## src/rtl/sensor_conditioner.sv

```systemverilog
// sensor_conditioner: synchronises and debounces the four car detectors and
// the pedestrian button. Outputs are clean car levels, sticky per-lane
// requests and a one-cycle pedestrian press pulse.
//
// Optional feature macro: SENSOR_STUCK_DETECT_EN
//   Defined   -> per-lane stuck-high detection. A stuck lane masks its car
//                level and holds its request clear.
//   Undefined -> no stuck counters are built, and stuck reads 4'b0000.
//
// Channel map for the internal vectors: bits 3:0 carry lanes 1..4, and
// bit 4 carries the pedestrian button.
module sensor_conditioner #(
  parameter int DB_CYCLES    = 4,
  parameter int STUCK_CYCLES = 255
) (
  input  logic       clock,
  input  logic       reset,
  input  logic [3:0] car_raw,
  input  logic       ped_raw,
  input  logic [3:0] car_clr,
  output logic [3:0] car,
  output logic [3:0] car_req,
  output logic       ped,
  output logic [3:0] stuck
);

  localparam logic [3:0] DB_TC = 4'(DB_CYCLES);

  // Catch illegal parameter overrides when the design is elaborated.
  if (DB_CYCLES < 1 || DB_CYCLES > 15) begin : g_bad_db
    $error("sensor_conditioner: DB_CYCLES out of range 1..15");
  end
  if (STUCK_CYCLES < 1 || STUCK_CYCLES > 255) begin : g_bad_stuck
    $error("sensor_conditioner: STUCK_CYCLES out of range 1..255");
  end

  logic [4:0] s1;
  logic [4:0] s2;
  logic [4:0] db;
  logic [4:0] db_nxt;
  logic [3:0] cnt     [5];
  logic [3:0] cnt_nxt [5];
  logic       ped_prev;
  logic [3:0] car_prev;
  logic [3:0] car_req_nxt;
  logic [3:0] stuck_q;

  // Two-flop synchroniser on all five raw inputs.
  always_ff @(posedge clock) begin
    if (reset) begin
      s1 <= '0;
      s2 <= '0;
    end else begin
      s1 <= {ped_raw, car_raw};
      s2 <= s1;
    end
  end

  // Debounce step: count cycles of disagreement. The level toggles on the
  // cycle the count would reach DB_CYCLES, and any agreement restarts the run.
  always_comb begin
    for (int i = 0; i < 5; i++) begin
      db_nxt[i]  = db[i];
      cnt_nxt[i] = '0;
      if (s2[i] != db[i]) begin
        if (cnt[i] + 4'd1 == DB_TC) begin
          db_nxt[i]  = ~db[i];
          cnt_nxt[i] = '0;
        end else begin
          cnt_nxt[i] = cnt[i] + 4'd1;
        end
      end
    end
  end

  // Debounce state registers.
  always_ff @(posedge clock) begin
    if (reset) begin
      db <= '0;
      for (int i = 0; i < 5; i++) cnt[i] <= '0;
    end else begin
      db <= db_nxt;
      for (int i = 0; i < 5; i++) cnt[i] <= cnt_nxt[i];
    end
  end

`ifdef SENSOR_STUCK_DETECT_EN
  logic [7:0] stk_cnt [4];

  // Saturating high-time counter per lane. The flag sets on the edge where
  // the count reaches STUCK_CYCLES and stays set until the lane's level falls.
  always_ff @(posedge clock) begin
    for (int i = 0; i < 4; i++) begin
      if (reset || !db[i]) begin
        stk_cnt[i] <= '0;
        stuck_q[i] <= 1'b0;
      end else begin
        if (stk_cnt[i] != 8'hFF) stk_cnt[i] <= stk_cnt[i] + 8'd1;
        if (stk_cnt[i] >= 8'(STUCK_CYCLES - 1)) stuck_q[i] <= 1'b1;
      end
    end
  end
`else
  assign stuck_q = 4'b0000;
`endif

  // A stuck lane is presented to the controller as empty.
  assign car   = db[3:0] & ~stuck_q;
  assign stuck = stuck_q;

  // A new arrival beats a clear landing on the same cycle, so no car is lost.
  // A stuck lane never holds a request.
  always_comb begin
    car_req_nxt = ((car & ~car_prev) | (car_req & ~car_clr)) & ~stuck_q;
  end

  // Edge-detect history, request bits and the pedestrian pulse.
  always_ff @(posedge clock) begin
    if (reset) begin
      car_prev <= '0;
      car_req  <= '0;
      ped_prev <= 1'b0;
      ped      <= 1'b0;
    end else begin
      car_prev <= car;
      car_req  <= car_req_nxt;
      ped_prev <= db[4];
      ped      <= db[4] & ~ped_prev;
    end
  end

endmodule

```

## config.mk

```make
export PLATFORM = sky130hd
export DESIGN_NAME = sensor_conditioner
export DESIGN_NICKNAME = d
export VERILOG_FILES = /design/src/rtl/sensor_conditioner.sv
export SDC_FILE = /design/constraint.sdc
export NUM_CORES = 1
export LEC_CHECK = 0
export BUFFER_PORTS_ARGS = -buffer_cell sky130_fd_sc_hd__buf_2
export CAP_MARGIN = 20
export CELL_PAD_IN_SITES_DETAIL_PLACEMENT = 2
export CELL_PAD_IN_SITES_GLOBAL_PLACEMENT = 2
export CORE_MARGIN = 5
export CORE_UTILIZATION = 35
export DETAILED_ROUTE_END_ITERATION = 7
export PLACE_DENSITY = 0.85
export SYNTH_ARGS = -nofsm -noshare
export SYNTH_HDL_FRONTEND = slang
export SYNTH_SLANG_ARGS = --single-unit
```

## constraint.sdc

```tcl
create_clock -name clock -period 3.5 [get_ports clock]
set_input_delay 0.175 -clock clock [delete_from_list [all_inputs] [get_ports clock]]
set_output_delay 0.175 -clock clock [all_outputs]
set_load 0.02 [all_outputs]
```

==> results of run 1 <==
[worst max-delay path, cell delays in order, from the launching register on]
cell,delay (ps)
dfxtp_1,380
ha_1,200
or3b_1,400
mux2i_1,170
nor2_1,50
[cell type report]
class                      count  area [um2]
tap                           54        67.6
fill                         516        2810
multi-input combinational     97         658
clock buffer                   8        80.1
inverter                       4        15.0
sequential                    45         901
timing repair buffer          19        95.1
[state kept, by name (all words and copies together) (netlist names)]
name / count
cnt: 20
car_req: 4
db: 5
ped: 1
s1: 5
ped_prev: 1
s2: 5
car_prev: 4
[cells in the mapped netlist, drive strengths merged]
| library cell | count |
|---|---|
| clkbuf | 2 |
| dfxtp | 45 |
| ha | 5 |
| nor2 | 18 |
| nand3b | 4 |
| nor2b | 16 |
| a21oi | 4 |
| mux2i | 5 |
| xnor2 | 9 |
| inv | 4 |
| nand3 | 5 |
| xor2 | 6 |
| nor3b | 2 |
| or3b | 4 |
| and3b | 4 |
| conb | 1 |
| nor3 | 2 |
| nand2b | 9 |
| buf | 9 |
[stage by stage]
stage | power (mW) | setup slack, ps
2_1_floorplan | 0.555 | 2330
3_3_place_gp | 0.558 | 2260
3_5_place_dp | 0.561 | 2190
4_1_cts | 0.870 | 2150
5_1_grt | 0.897 | 2080
6_report | 0.853 | 2170
[cells by family after synthesis]
group	count (synthesis)	share of synthesized area, %
AO/OA/AOI/OAI	4	1.22
multiplexers	5	3.05
adder cells (fa/ha/maj)	5	3.81
buffers and inverters	15	5.72
XOR/XNOR	15	8.00
other	1	0.228
AND/OR/NAND/NOR	64	23.1
flip-flops	45	54.9
[report_power, final]
group          switching, mW  internal (mW)  leakage [nW]
Combinational         0.0149         0.0109         0.391
Clock                  0.163          0.142        0.0395
Sequential           0.00359          0.519         0.365
[worst min-delay path by stage]
stage	cells after the start	slack, ps	start	to
6_report	2	90	ped_raw	s1[4]$_SDFF_PP0_
5_1_grt	2	90	car_raw[3]	s1[3]$_SDFF_PP0_
4_1_cts	2	80	car_raw[2]	s1[2]$_SDFF_PP0_
3_5_place_dp	1	390	ped_prev$_SDFF_PP0_	ped$_SDFF_PP0_
3_3_place_gp	1	370	ped_prev$_SDFF_PP0_	ped$_SDFF_PP0_
2_1_floorplan	1	250	reset	ped_prev$_SDFF_PP0_
[routing by layer]
layer	up-vias	wire length (um)	part of all wire (%)	GRT usage (%)
met5	-	0	0	0
met4	0	70	2.3	5.77
met3	7	145	4.7	4.82
met2	16	1640	53	20.7
met1	513	1210	39	11.1
li1	517	-	-	-
==> results by group, run 1 <==
STA
  – Setup_tns: 0 ps
  – Finish-stage setup viols: 0
  – Slew Limit Fails: 0
  – Period minus WS final: 1330 ps
  – Clock Skews: 2.73 ps
  – Hold WS: 87.9 ps
  – Final worst-path cycle share: 38.0%
  – Final hold vios: 0
  – Measured slew at the worst slew-check pin: 531 ps
  – Max transition margin: 64.6%
  – RSZ-0062 raised after global routing: no
  – Peak Freq: 0.752 GHz

Cells and area
  – Fraction of layout cells with a size suffix above 1: 14.5%
  – Most frequent cells in the layout: dfxtp_1 (45), buf_2 (19), nor2_1 (18)
  – Non-Filler Instances: 227
  – Most common cell after layout, fill and taps aside: dfxtp_1
  – # diodes: 0
  – Synth-to-Final Area Change: 10.7%
  – Finished Cell Area: 0.00182 mm2
  – Final Util: 39.2%
  – Post-layout nets: 188

Routing
  – DR vias: 1053
  – DR DRC count: 0
  – 1st-iter DRT viols: 34
  – DR WL/cell: 13.5 um
  – DRT antenna net count: 0
  – Vias/cell: 4.64
  – Routed WL: 3060 um
  – Detailed Routing Iterations Pass 1: 3

Clocking
  – Post-CTS Setup Inserts: 0
  – CTS sink cnt: 45
  – PostCTS Resize Cnt: 0
  – H-tree levels: 2
  – Inserted Clock Buffers: 5
  – Cts-stage hold buffer count: 0
  – Worst-Skew Late Latency: 290 ps
  – CTS clk-pin slew, worst paths: 80 ps
  – CTS tree: yes
  – Max Buffers Root-to-Sink: 2
  – Clk root buf: clkbuf_8

Floorplanning
  – Die Width: 78.5 um
  – Total I/O pin count: 24
  – DIE HEIGHT: 78.5 um
  – Core box area: 0.00463 mm2
  – Die area: 0.00616 mm2
  – Initial Util: 35.5%
  – # rows: 25

Worst setup path
  – Reg-to-Reg Start: cnt[0][4]$_SDFF_PP0_
  – Req. time, crit path: 3670 ps
  – Setup CP Type: flip-flop to flip-flop
  – Critical Path Start: cnt[0][4]$_SDFF_PP0_
  – R2R Setup Slk: 2170 ps
  – Crit path to: db[1]$_SDFFE_PP0P_
  – Reg-to-Reg End: db[1]$_SDFFE_PP0P_
  – Crit end category: flip-flop
  – Worst r2r path cells: 4
  – Critical Path AT: 1500 ps
  – Highest fanout seen on the critical path: 3
  – Crit start category: flip-flop

Flow run
  – Max cap viols: 0

Logic synthesis
  – Synthesized area per cell: 10.7 um2
  – Post-synth top area share: 54.9%
  – Sequential cell area fraction in the yosys report: 54.9%
  – Leading area contributor after synthesis: dfxtp_1
  – Main area contributors after synthesis: dfxtp_1 (55%), nor2b_1 (6.1%), xnor2_1 (4.8%), nor2_1 (4.1%), ha_1 (3.8%)
  – Yosys reg bits: 45
  – Synth warnings: 0
  – Distinct cells, synth: 21
  – Gate Count Post-Synth: 154
  – Mapped Area: 0.00164 mm2

GRT
  – Gr ovfl total: 0
  – First-pass GRT wire length: 5350 um
  – Tot GR Track Use: 11.5%
  – Pin count of the biggest net entering global routing: 34
  – Initial antenna violation count: 0
  – Vias in the first global route: 1188

Place
  – DP Area: 0.00174 mm2
  – RD Place Congestion: 0.684
  – Detailed Place HPWL: 2300 um
  – # port buffers: 19
  – DP Cell Count: 219

Power
  – P_leak: 0.795 nW
  – Peak supply drop: 0.202 mV
  – Power Density: 469 mW/mm2

Status
  – Status: finished, final reports clean

Min path
  – HP Class: input pin to flip-flop
Power figures use the tool's default switching activity.
==> run 2, diff against run 1 <==
--- a/config.mk
+++ b/config.mk
@@ -5,12 +5,13 @@
 export SDC_FILE = /design/constraint.sdc
 export NUM_CORES = 1
 export LEC_CHECK = 0
+export ABC_AREA = 1
 export BUFFER_PORTS_ARGS = -buffer_cell sky130_fd_sc_hd__buf_2
 export CAP_MARGIN = 20
 export CELL_PAD_IN_SITES_DETAIL_PLACEMENT = 2
 export CELL_PAD_IN_SITES_GLOBAL_PLACEMENT = 2
 export CORE_MARGIN = 5
-export CORE_UTILIZATION = 35
+export CORE_UTILIZATION = 32
 export DETAILED_ROUTE_END_ITERATION = 7
 export PLACE_DENSITY = 0.85
 export SYNTH_ARGS = -nofsm -noshare
==> constraint.sdc (replaced) <==
create_clock -name clock -period 1.3 [get_ports clock]
set_input_delay 0.065 -clock clock [delete_from_list [all_inputs] [get_ports clock]]
set_output_delay 0.065 -clock clock [all_outputs]
set_load 0.02 [all_outputs]
==> results by group, run 2 <==
Floorplanning
  – Die Width: 84.8 um (+8.0%)
  – Total I/O pin count: 24 (unchanged)
  – Die area: 0.00719 mm2 (+17%)
  – Initial Util: 32.7% (-2.7 points)
  – # rows: 27 (+8.0%)
  – DIE HEIGHT: 84.8 um (+8.0%)
  – Core box area: 0.00547 mm2 (+18%)

Cells and area
  – Max reg flops: 20 (unchanged)
  – # diodes: 0 (unchanged)
  – Most frequent cells in the layout: nor2_1 (45), inv_1 (44), dfxtp_1 (41)
  – Fraction of layout cells with a size suffix above 1: 17.2% (+2.8 points)
  – Final Util: 39.1% (-0.10 points)
  – Non-Filler Instances: 333 (+47%)
  – Most flop-heavy register: cnt
  – Most common cell after layout, fill and taps aside: nor2_1
  – Synth-to-Final Area Change: 19.6%
  – Post-layout nets: 277 (+47%)

Routing
  – Detailed Routing Iterations Pass 1: 2 (-1)
  – DRT antenna net count: 0 (unchanged)
  – DR DRC count: 0 (unchanged)
  – DR WL/cell: 13.1 um (-3.2%)
  – DR vias: 1511 (+43%)
  – 1st-iter DRT viols: 18 (-47%)
  – Routed WL: 4350 um (+42%)
  – Vias/cell: 4.54 (-2.2%)

Power
  – Peak supply drop: 0.433 mV (+110%)
  – P_leak: 0.932 nW (+17%)
  – Internal power: 1.87 mW (+180%)
  – Comb power frac: 4.9% (+1.9 points)
  – Net switching power: 528 uW (+190%)
  – Flop pwr share: 58.7% (-2.5 points)
  – Sw Share: 22.0% (+0.78 points)
  – Power Density: 1120 mW/mm2 (+140%)
  – Clock share of power: 36.4% (+0.7 points)

Clocking
  – Clk root buf: clkbuf_8
  – Inserted Clock Buffers: 5 (unchanged)
  – CTS tree: yes
  – CTS sink cnt: 45 (unchanged)
  – H-tree levels: 2 (unchanged)
  – Worst-Skew Late Latency: 290 ps (about the same)
  – CTS clk-pin slew, worst paths: 80 ps (about the same)
  – Max Buffers Root-to-Sink: 2 (unchanged)

Worst setup path
  – Crit start category: flip-flop
  – Req. time, crit path: 1530 ps (-2140 ps)
  – Highest fanout seen on the critical path: 4 (+1)
  – Setup CP Type: flip-flop to flip-flop
  – Critical Path AT: 1450 ps (-50 ps)
  – Crit end category: flip-flop

GRT
  – First-pass GRT wire length: 7420 um (+39%)
  – Tot GR Track Use: 12.8% (+1.3 points)
  – Initial antenna violation count: 0 (unchanged)
  – Gr ovfl total: 0 (unchanged)
  – Vias in the first global route: 1743 (+47%)
  – Pin count of the biggest net entering global routing: 14 (-59%)

Place
  – Detailed Place HPWL: 3200 um (+40%)
  – DP Cell Count: 318 (+45%)
  – # port buffers: 19 (unchanged)
  – Post-place setup slack: 28.9 ps (-2160 ps)
  – RD Place Congestion: 0.771 (+13%)

Logic synthesis
  – Leading area contributor after synthesis: dfxtp_1
  – Yosys reg bits: 45 (unchanged)
  – EDFF count, synth: 0 (unchanged)
  – Main synth FF type: dfxtp_1
  – Top post-synthesis cells by count: dfxtp_1 (45), nor2_1 (45), inv_1 (44)
  – Mapped Area: 0.00179 mm2 (+9.1%)
  – Synthesized area per cell: 7.85 um2 (-26%)
  – Synth warnings: 0 (unchanged)
  – Sequential cell area fraction in the yosys report: 50.3% (-4.6 points)
  – Distinct cells, synth: 17 (-19%)
  – Main area contributors after synthesis: dfxtp_1 (50%), nor2_1 (9.4%), inv_1 (9.2%), nand2_1 (6.7%), nand3_1 (5.0%)
  – Gate Count Post-Synth: 228 (+48%)
  – Post-synth top area share: 50.3% (-4.6 points)
  – Async SR Flop Fraction: 0% (unchanged)

STA
  – Peak Freq: 0.822 GHz (+9.4%)
  – Post-route setup slack: 83.8 ps (-2090 ps)
  – Period minus WS final: 1220 ps (-114 ps)
  – Final hold vios: 0 (unchanged)
  – Setup_tns: 0 ps (unchanged)
  – Finish-stage setup viols: 0 (unchanged)
  – Clock Skews: 5.60 ps (+2.87 ps)
  – Final worst-path cycle share: 93.6% (+56 points)
  – Slew Limit Fails: 0 (unchanged)

Min path
  – HP Class: input pin to flip-flop

Flow run
  – Max cap viols: 0 (unchanged)

Status
  – Status: finished, final reports clean
run 2: cell types whose count changed in the layout (fill, tap and decap cells not counted), sizes merged, moves of 5 or more:
cell,delta
dlygate4sd3,+8
nand2b,-9
inv,+41
nor2b,-16
mux2i,-5
xor2,-6
nand2,+32
nand3,+13
nor2,+27
buf,+6
nand4,+10
run 2: timing repair:
| action | 4_1_cts | 5_1_grt |
|---|---|---|
| setup endpoints to repair | 0 | 19 |
| endpoints found under the hold margin | 8 | 0 |
| resized for setup | 0 | 9 |
| hold buffers | 8 | 0 |
| setup buffers | 0 | 0 |
run 2: cells by family (layout without fill, tap and decap cells):
kind of cell               after synthesis  in the layout  synth area share (%)
buffers and inverters                   55             85                  13.8
adders and majority gates                5              5                  3.49
other                                    1              4                 0.209
DFF                                     45             45                  50.3
AOI/OAI and AO/OA                       11             11                  4.75
and+or+nand+nor                        106            106                  24.9
xor gates and xnor gates                 5              5                  2.45
run 2: through the flow:
stage | power (mW) | hold slack (ps) | instance area (um2)
5_1_grt | 2.50 | 0.282 | 2140
6_report | 2.40 | 11.6 | 2140
2_1_floorplan | 1.51 | 149 | 1800
4_1_cts | 2.43 | 12.4 | 2120
3_3_place_gp | 1.53 | 264 | 1950
3_5_place_dp | 1.54 | 273 | 1950
run 2: metal layers:
metal	global-route usage, %	up-vias	part of all wire [%]
met4	4.32	0	1.3
li1	-	755	-
met3	2.45	6	3.0
met2	26.0	21	56
met1	12.5	729	40
met5	0	-	0
run 2: final timing paths:
path	startpoint	slack (ps)	depth (start not counted)	endpoint
setup / recovery	cnt[0][1]$_SDFF_PP0_	80	7	db[0]$_SDFFE_PP0P_
hold / removal	car_raw[1]	10	3	s1[1]$_SDFF_PP0_
setup reg to reg	cnt[0][1]$_SDFF_PP0_	80	7	db[0]$_SDFFE_PP0P_
hold reg to reg	s1[0]$_SDFF_PP0_	410	2	s2[0]$_SDFF_PP0_
run 2: layout make-up:
type,count,area (um2)
Clock buffer,7,86.3
Fill cell,674,3330
Inverter,45,169
Multi-Input combinational cell,131,671
Sequential cell,45,906
Tap cell,72,90.1
Timing Repair Buffer,33,220
run 2: power by group through the flow:
| stage | registers (mW) | clock network (mW) | logic [mW] |
|---|---|---|---|
| after floorplan | 1.44 | 0 | 0.0668 |
| after global placement | 1.44 | 0 | 0.0905 |
| after detailed placement | 1.44 | 0 | 0.0962 |
| after CTS | 1.41 | 0.903 | 0.116 |
| after global routing | 1.41 | 0.954 | 0.133 |
| final | 1.41 | 0.873 | 0.117 |
run 2: worst max-delay path, cell delays in order (launching register included):
cell	delay [ps]
dfxtp_1	390
ha_2	210
inv_1	40
nor2_1	150
nand3_1	140
nand2_1	90
inv_1	50
nor2_1	90
